## config.mk

```make
export PLATFORM = sky130hd
export DESIGN_NAME = pipe_stage_reg
export DESIGN_NICKNAME = d
export VERILOG_FILES = /design/src/rtl/pipe_stage_reg.sv
export SDC_FILE = /design/constraint.sdc
export NUM_CORES = 1
export LEC_CHECK = 0
export ABC_AREA = 1
export BUFFER_PORTS_ARGS = -buffer_cell sky130_fd_sc_hd__buf_2
export CAP_MARGIN = 5
export CORE_AREA = 4 4 144 146
export DETAILED_ROUTE_END_ITERATION = 8
export DIE_AREA = 0 0 148 150
export HOLD_SLACK_MARGIN = 0.08
export PLACE_DENSITY = 0.68
export SLEW_MARGIN = 20
export SYNTH_ARGS = -nofsm -noshare
export SYNTH_HDL_FRONTEND = slang
export SYNTH_SLANG_ARGS = --single-unit
```

## constraint.sdc

```tcl
create_clock -name clk -period 2.7 [get_ports clk]
set_input_delay 0.405 -clock clk [delete_from_list [all_inputs] [get_ports clk]]
set_output_delay 0.405 -clock clk [all_outputs]
set_load 0.1 [all_outputs]
```

## src/rtl/pipe_stage_reg.sv

```systemverilog
// Generic valid/ready pipeline stage register with optional 2-entry skid buffer,
// exception-kills-payload capture, branch-delay tagging, flush and a stall counter.
module pipe_stage_reg #(
    parameter int unsigned DATA_W  = 64,
    parameter int unsigned EXC_W   = 5,
    parameter bit          SKID_EN = 1'b1,
    parameter int unsigned CNT_W   = 8
) (
    input  logic              clk,
    input  logic              reset,
    input  logic              flush,
    input  logic              in_valid,
    output logic              in_ready,
    input  logic [DATA_W-1:0] in_data,
    input  logic [EXC_W-1:0]  in_exc,
    input  logic              in_bd,
    output logic              out_valid,
    input  logic              out_ready,
    output logic [DATA_W-1:0] out_data,
    output logic [EXC_W-1:0]  out_exc,
    output logic              out_bd,
    output logic [CNT_W-1:0]  stall_cnt
);

    localparam logic [CNT_W-1:0] CNT_MAX = '1;

    typedef struct packed {
        logic [DATA_W-1:0] data;
        logic [EXC_W-1:0]  exc;
        logic              bd;
    } entry_t;

    typedef enum logic [1:0] {
        ST_EMPTY = 2'd0,
        ST_ONE   = 2'd1,
        ST_FULL  = 2'd2
    } state_e;

    state_e           state_q, state_d;
    entry_t           main_q, main_d;
    entry_t           skid_q, skid_d;
    logic [CNT_W-1:0] stall_q, stall_d;

    entry_t in_entry_c;
    logic   main_valid_c;
    logic   skid_valid_c;
    logic   stalled_c;
    logic   in_fire_c;
    logic   out_fire_c;

    assign main_valid_c = (state_q != ST_EMPTY);
    assign skid_valid_c = (state_q == ST_FULL);
    assign stalled_c    = main_valid_c && !out_ready;

    // With the skid buffer in_ready is purely registered; without it, it looks through out_ready.
    assign in_ready   = SKID_EN ? !skid_valid_c : (!main_valid_c || out_ready);
    assign in_fire_c  = in_valid && in_ready;
    assign out_fire_c = main_valid_c && out_ready;

    // An excepting instruction travels as a bubble that carries only its code and bd flag.
    always_comb begin
        in_entry_c      = '0;
        in_entry_c.data = (in_exc != '0) ? '0 : in_data;
        in_entry_c.exc  = in_exc;
        in_entry_c.bd   = in_bd;
    end

    // Occupancy next-state and entry updates; flush wins over any transfer.
    always_comb begin
        state_d = state_q;
        main_d  = main_q;
        skid_d  = skid_q;
        if (flush) begin
            state_d   = ST_EMPTY;
            main_d    = '0;
            main_d.bd = stalled_c ? main_q.bd : 1'b0;
            skid_d    = '0;
        end else begin
            unique case (state_q)
                ST_EMPTY: begin
                    if (in_fire_c) begin
                        main_d  = in_entry_c;
                        state_d = ST_ONE;
                    end
                end
                ST_ONE: begin
                    if (in_fire_c && out_fire_c) begin
                        main_d = in_entry_c;
                    end else if (in_fire_c) begin
                        skid_d  = in_entry_c;
                        state_d = ST_FULL;
                    end else if (out_fire_c) begin
                        main_d  = '0;
                        state_d = ST_EMPTY;
                    end
                end
                ST_FULL: begin
                    if (out_fire_c) begin
                        main_d  = skid_q;
                        skid_d  = '0;
                        state_d = ST_ONE;
                    end
                end
                default: begin
                    state_d = ST_EMPTY;
                    main_d  = '0;
                    skid_d  = '0;
                end
            endcase
        end
    end

    // Consecutive-stall counter, saturating.
    always_comb begin
        stall_d = '0;
        if (!flush && stalled_c) begin
            stall_d = (stall_q == CNT_MAX) ? stall_q : stall_q + CNT_W'(1);
        end
    end

    always_ff @(posedge clk or negedge reset) begin
        if (!reset) begin
            state_q <= ST_EMPTY;
            main_q  <= '0;
            skid_q  <= '0;
            stall_q <= '0;
        end else begin
            state_q <= state_d;
            main_q  <= main_d;
            skid_q  <= skid_d;
            stall_q <= stall_d;
        end
    end

    assign out_valid = main_valid_c;
    assign out_data  = main_q.data;
    assign out_exc   = main_q.exc;
    assign out_bd    = main_q.bd;
    assign stall_cnt = stall_q;

endmodule

```

==> out/metrics.csv, run 1 <==
stage,metric,value,unit
finish,register_area,0.00375,sq mm
synth,yosysTopAreaCell,dfrtp_1,
clocking,cts_tree,done,
synth,async_reset_ff_frac,1.00,
setup_path,crit_path_end_kind,output pin,
clocking,clkSlewWorstSetupHoldPaths,0.06,ns
setup_path,cp-start-kind,register,
synth,ys_seq_area_frac,0.443,
place,routabilityCongestion,0.819,
clocking,cts_root_buffer,clkbuf_16,
global_route,grt_pass1_vias,7888,
synth,synth_area,0.00847,sq mm
timing,min_period,2.57,ns
power,sw_frac_of_total,0.320,
clocking,clock-sinks,150,
timing,rsz0062_at_grt,false,
power,max-vdd-ir-drop,424,uV
finish,areaGrowthSynthToFinish,19.4,%
clocking,worstSkewPairLatency,0.43,ns
timing,tightest_slew,0.975,ns
run_status,status,"complete, no violations",
setup_path,crit_type,register to output pin,
global_route,grt-ovfl-total,0,
finish,multi_input_area,0.00383,sq mm
route,wl_met1,10800,um
setup_path,max_stage_delay,0.54,ns
finish,diodes,0,
route,drc,0,
setup_path,worstPathArrival,2.17,ns
setup_path,path_cells,inv_2 > nand2_4 > buf_6 > buf_2,
synth,yosys_warnings,0,
run,maxCapViolCount,0,
power,power_density,584,mW/mm^2
timing,fin_crit_sh,0.953,
synth,yosys-top-cells-count,"nand2_1, nor2_1, dfrtp_1",
synth,synth.most_common_cell,nand2_1,
synth,synth_top_area_frac,0.443,
route,routedWlPerCell,14.6,um
synth,syn_nets,1338,
route,first_iter_violations,619,
setup_path,crit_family,buffers and inverters,
floorplan,die_x,148,um
clocking,cts_max_level,4,
timing,relSlewSlack,0.348,
timing,setup_viol,0,
setup_path,slowest_stage,buf_2,
clocking,postCtsSetupBuffers,0,
synth,ys_ff_latch,150,
synth,synth_edf_count,0,
clocking,cts_made_buffers,17,
global_route,grt_util_all_layers,0.221,
timing,clock_skew,0.00963,ns
power,p_int,4010,uW
setup_path,path_buf_inv,3,
finish,final_cells,1652,
global_route,antenna_found_initial,0,
power,p_sw,1890,uW
power,seqPwrFrac,0.392,
synth,synth.distinct_cells,28,
route,vias,8312,
floorplan,core_area,0.0194,sq mm
floorplan,initial_core_util,0.437,
floorplan,top_level_ports,155,
synth,syn_avg_cell_area,6.71,sq um
route,antenna_left,0,
global_route,grt_max_degree,83,
floorplan,die_h,150,um
synth,ys.flop_type,dfrtp_1,
finish,fin_nets,1452,
power,clkPwrFrac,0.412,
floorplan,die_area,0.0222,sq mm
setup_path,crit_fanout,66,
route,dr.pass1.iters,5,
route,met3_length,1320,um
place,dp_hpwl,14800,um
global_route,grt_pass1_wl,39800,um
timing,fmax,0.389,GHz
finish,fillers,1933,
route,avgViaCountPerCell,5.03,
finish,drive_above_1_share,0.165,
route,wirelength,24200,um
setup_path,critPathRequiredTime,2.30,ns
place,placed_cells,1620,
timing,drv_slew,0,
synth,synthCells,1262,
power,p_leak,0.00569,uW
route,topRoutingLayerUsed,met4,
clocking,cts_max_path_buffers,2,
power,p_comb_frac,0.196,
timing,hold_violations,0,
synth,ys_top_cells_by_area,"dfrtp_1, nand2_1, nor2_1, inv_1, nand4_1",
place,port_buffers,154,
floorplan,num_rows,51,
timing,fin_setup_tns,0,ns
route,wl_met2,11600,um
worst_hold_path,hp-class,primary input to register,
==> metal layers <==
layer,GRT usage,up-vias
li1,-,4126
met1,0.293,3908
met2,0.363,244
met3,0.0403,34
met4,0.0808,0
met5,0,-
==> cell type report <==
cell class,instances,share of cell area
clock buffer,21,0.0465
tap,265,0.0328
sequential,150,0.371
inverter,144,0.0534
timing repair buffer,177,0.105
clock inverter,9,0.0125
multi-input combinational,886,0.378
==> per-stage QoR <==
stage / hold slack (ns) / setup WS [ns] / instance area (sq um) / util / power [uW]
after floorplan: 0.109 / 0.516 / 8470 / - / 3110
after global placement: 0.396 / 0.321 / 9480 / 0.489 / 3500
after detailed placement: 0.391 / 0.259 / 9480 / 0.489 / 3500
after CTS: 0.242 / 0.131 / 10100 / 0.520 / 5930
after global routing: 0.250 / 0.0564 / 10100 / 0.521 / 6140
final: 0.259 / 0.126 / 10100 / 0.521 / 5910
==> worst reg2reg max path, delay by kind of cell, from the launching register on <==
kind / cells / cell delay (ns)
DFF: 1 / 0.48
AOI/OAI and AO/OA: 1 / 0.12
and+or+nand+nor: 6 / 1.24
buffers and inverters: 2 / 0.45
==> path summary, 6_finish.rpt <==
| kind | cells past startpoint | endpoint | startpoint | slack [ns] |
|---|---|---|---|---|
| min reg2reg | 2 | out_data[59] | out_data[59] | 0.47 |
| max reg2reg | 9 | out_exc[3] | state_q[1] | 0.34 |
| max | 4 | out_valid | state_q[1] | 0.13 |
| min | 3 | skid_q[0] | in_bd | 0.26 |
| max in group asynchronous | 3 | skid_q[63] | reset | 1.36 |
| min in group asynchronous | 2 | out_data[3] | reset | 0.46 |
==> what timing repair did <==
item / in CTS / in global routing
endpoints found under the hold margin: 50 / 0
hold buffers: 1 / 0
setup endpoints to repair: 1 / 0
resized for setup: 1 / 0
==> power by group through the flow <==
stage          Clock [uW]  Combinational [uW]  Sequential (uW)
3_3_place_gp            0                1140             2360
4_1_cts              2470                1150             2320
3_5_place_dp            0                1140             2360
5_1_grt              2580                1240             2320
2_1_floorplan           0                 598             2510
6_report             2430                1160             2320
==> registers in the layout, summed over array words and instances (netlist names) <==
signal	count
stall_cnt	8
out_bd	1
state_q	2
out_exc	5
out_data	64
skid_q	70
==> cell usage in the layout, fill, tap and decap left out, drive strengths merged <==
cell,instances
a21oi,4
buf,176
bufinv,3
clkbuf,21
clkinv,5
clkinvlp,1
dfrtp,150
dlygate4sd3,1
ha,1
inv,144
nand2,446
nand3,73
nand4,64
nor2,204
nor3,4
o211ai,1
o21ai,85
o32ai,1
or2,1
xor2,2
==> logic make-up (layout without fill, tap and decap cells) <==
logic type      after synthesis  in the layout  synth area share
simple gates                792            792             0.386
buf+inv                     226            351             0.109
flops                       150            150             0.443
compound gates               91             91            0.0585
xor+xnor                      2              2           0.00207
fa+ha+maj                     1              1           0.00148
Power figures use the tool's default switching activity.
==> inputs of run 2 (changes only) <==
==> constraint.sdc (replaced) <==
create_clock -name clk -period 2.7 [get_ports clk]
set_input_delay 0.135 -clock clk [delete_from_list [all_inputs] [get_ports clk]]
set_output_delay 0.135 -clock clk [all_outputs]
set_load 0.1 [all_outputs]
==> out/metrics.csv, run 2 (same netlist as run 1, synthesis figures left out) <==
stage,metric,value,unit
run_status,status,"complete, no violations",
clocking,postCtsSetupBuffers,0,
setup_path,crit_type,register to output pin,
setup_path,crit_end,out_valid,
finish,drive_above_1_share,0.163,
clocking,clock-sinks,150,
power,max-vdd-ir-drop,449,uV
clocking,cts_max_level,4,
timing,tightest_slew,0.980,ns
clocking,cts_tree,done,
setup_path,worstReg2RegEnd,out_data[31],
finish,final_cells,1659,
global_route,grt_util_all_layers,0.218,
timing,hold_violations,0,
finish,areaGrowthSynthToFinish,19.7,%
setup_path,reg2reg_from,state_q[1],
timing,fin_crit_sh,0.909,
finish,largest_reg_flops,70,
route,dr.pass1.iters,5,
place,port_buffers,154,
timing,rsz0062_at_grt,false,
finish,mostFrequentLayoutCells,"nand2_1, nor2_1, buf_2",
worst_hold_path,hp-class,primary input to register,
run,maxCapViolCount,0,
place,pre_cts_ws,0.295,ns
timing,fmax,0.407,GHz
setup_path,crit_path_end_kind,output pin,
route,first_iter_violations,534,
power,p_leak,0.00568,uW
setup_path,crit_start,state_q[1],
timing,relSlewSlack,0.345,
finish,top_register,skid_q,
setup_path,cp-start-kind,register,
floorplan,die_x,148,um
floorplan,die_area,0.0222,sq mm
power,power_density,583,mW/mm^2
timing,min_period,2.45,ns
place,routabilityCongestion,0.790,
timing,drv_slew,0,
finish,fillers,1965,
setup_path,critPathRequiredTime,2.57,ns
timing,timing.final.ws_setup,0.246,ns
timing,fin_setup_tns,0,ns
clocking,cts_max_path_buffers,2,
finish,fin_area,0.0101,sq mm
setup_path,worstPathArrival,2.32,ns
finish,register_area,0.00375,sq mm
finish,layout_commonest_cell,nand2_1,
route,drc,0,
clocking,clkSlewWorstSetupHoldPaths,0.06,ns
floorplan,num_rows,51,
global_route,antenna_found_initial,0,
floorplan,initial_core_util,0.437,
setup_path,r2r_setup_slack,0.28,ns
clocking,worstSkewPairLatency,0.43,ns
clocking,cts_made_buffers,17,
timing,setup_viol,0,
route,wirelength,23800,um
global_route,grt_pass1_wl,39200,um
finish,multi_input_area,0.00383,sq mm
setup_path,crit_fanout,66,
route,vias,8228,
place,placed_cells,1619,
global_route,grt-ovfl-total,0,
place,dp_hpwl,14800,um
floorplan,die_h,150,um
timing,clock_skew,0.00748,ns
floorplan,core_area,0.0194,sq mm
global_route,grt_max_degree,71,
route,avgViaCountPerCell,4.96,
clocking,ctsResizeCount,0,
clocking,cts_root_buffer,clkbuf_16,
clocking,cts.hold.buffers_added,8,
finish,fin_nets,1458,
finish,diodes,0,
floorplan,top_level_ports,155,
setup_path,reg2reg_depth,9,
route,antenna_left,0,
global_route,grt_pass1_vias,7705,
route,routedWlPerCell,14.3,um
place,placed_cell_area,0.00943,sq mm
==> run 2: cell count changes in the layout (fill, tap and decap cells not counted), moves of 2 or more <==
cell	previous run	this run
clkinv_2	4	2
clkinvlp_4	1	3
buf_4	14	16
clkbuf_1	1	3
buf_12	7	4
dlygate4sd3_1	1	8
==> run 2: cell type report <==
type	count	area share
timing repair buffer	183	0.107
multi-input combinational	886	0.378
clock inverter	8	0.0121
clock buffer	23	0.0471
tap	265	0.0327
sequential	150	0.370
inverter	144	0.0533
==> run 2: report_power, final <==
| group | switching [uW] | internal (uW) | total, uW |
|---|---|---|---|
| Combinational | 932 | 202 | 1130 |
| Clock | 937 | 1520 | 2460 |
| Sequential | 27.9 | 2290 | 2320 |
==> run 2: how the worst min path moves through the flow <==
stage	end	start	depth (start not counted)	slack (ns)
floorplan	out_bd	reset	0	-0.16
global placement	skid_q[13]	reset	1	0.13
detailed placement	skid_q[13]	reset	1	0.12
CTS	skid_q[62]	in_data[56]	5	0.10
global route	skid_q[65]	in_data[59]	5	0.13
finish	skid_q[62]	in_data[56]	5	0.10
==> run 2: critical path: stages (launching register included) <==
cell     delay [ns]
dfrtp_1        0.48
inv_2          0.12
nand2_4        0.09
buf_4          0.62
buf_2          0.56
==> run 2: metal layers <==
layer	track usage	vias to the layer above	wire length, um
met2	0.366	202	11500
li1	-	4132	-
met4	0.0605	0	308
met1	0.294	3872	10800
met5	0	-	0
met3	0.0348	22	1240
==> run 2: through the flow <==
stage | hold WS (ns) | utilization | power, uW
floorplan | -0.161 | - | 3110
global placement | 0.126 | 0.486 | 3470
detailed placement | 0.125 | 0.486 | 3470
CTS | 0.103 | 0.521 | 5930
global route | 0.127 | 0.523 | 6140
finish | 0.104 | 0.523 | 5910
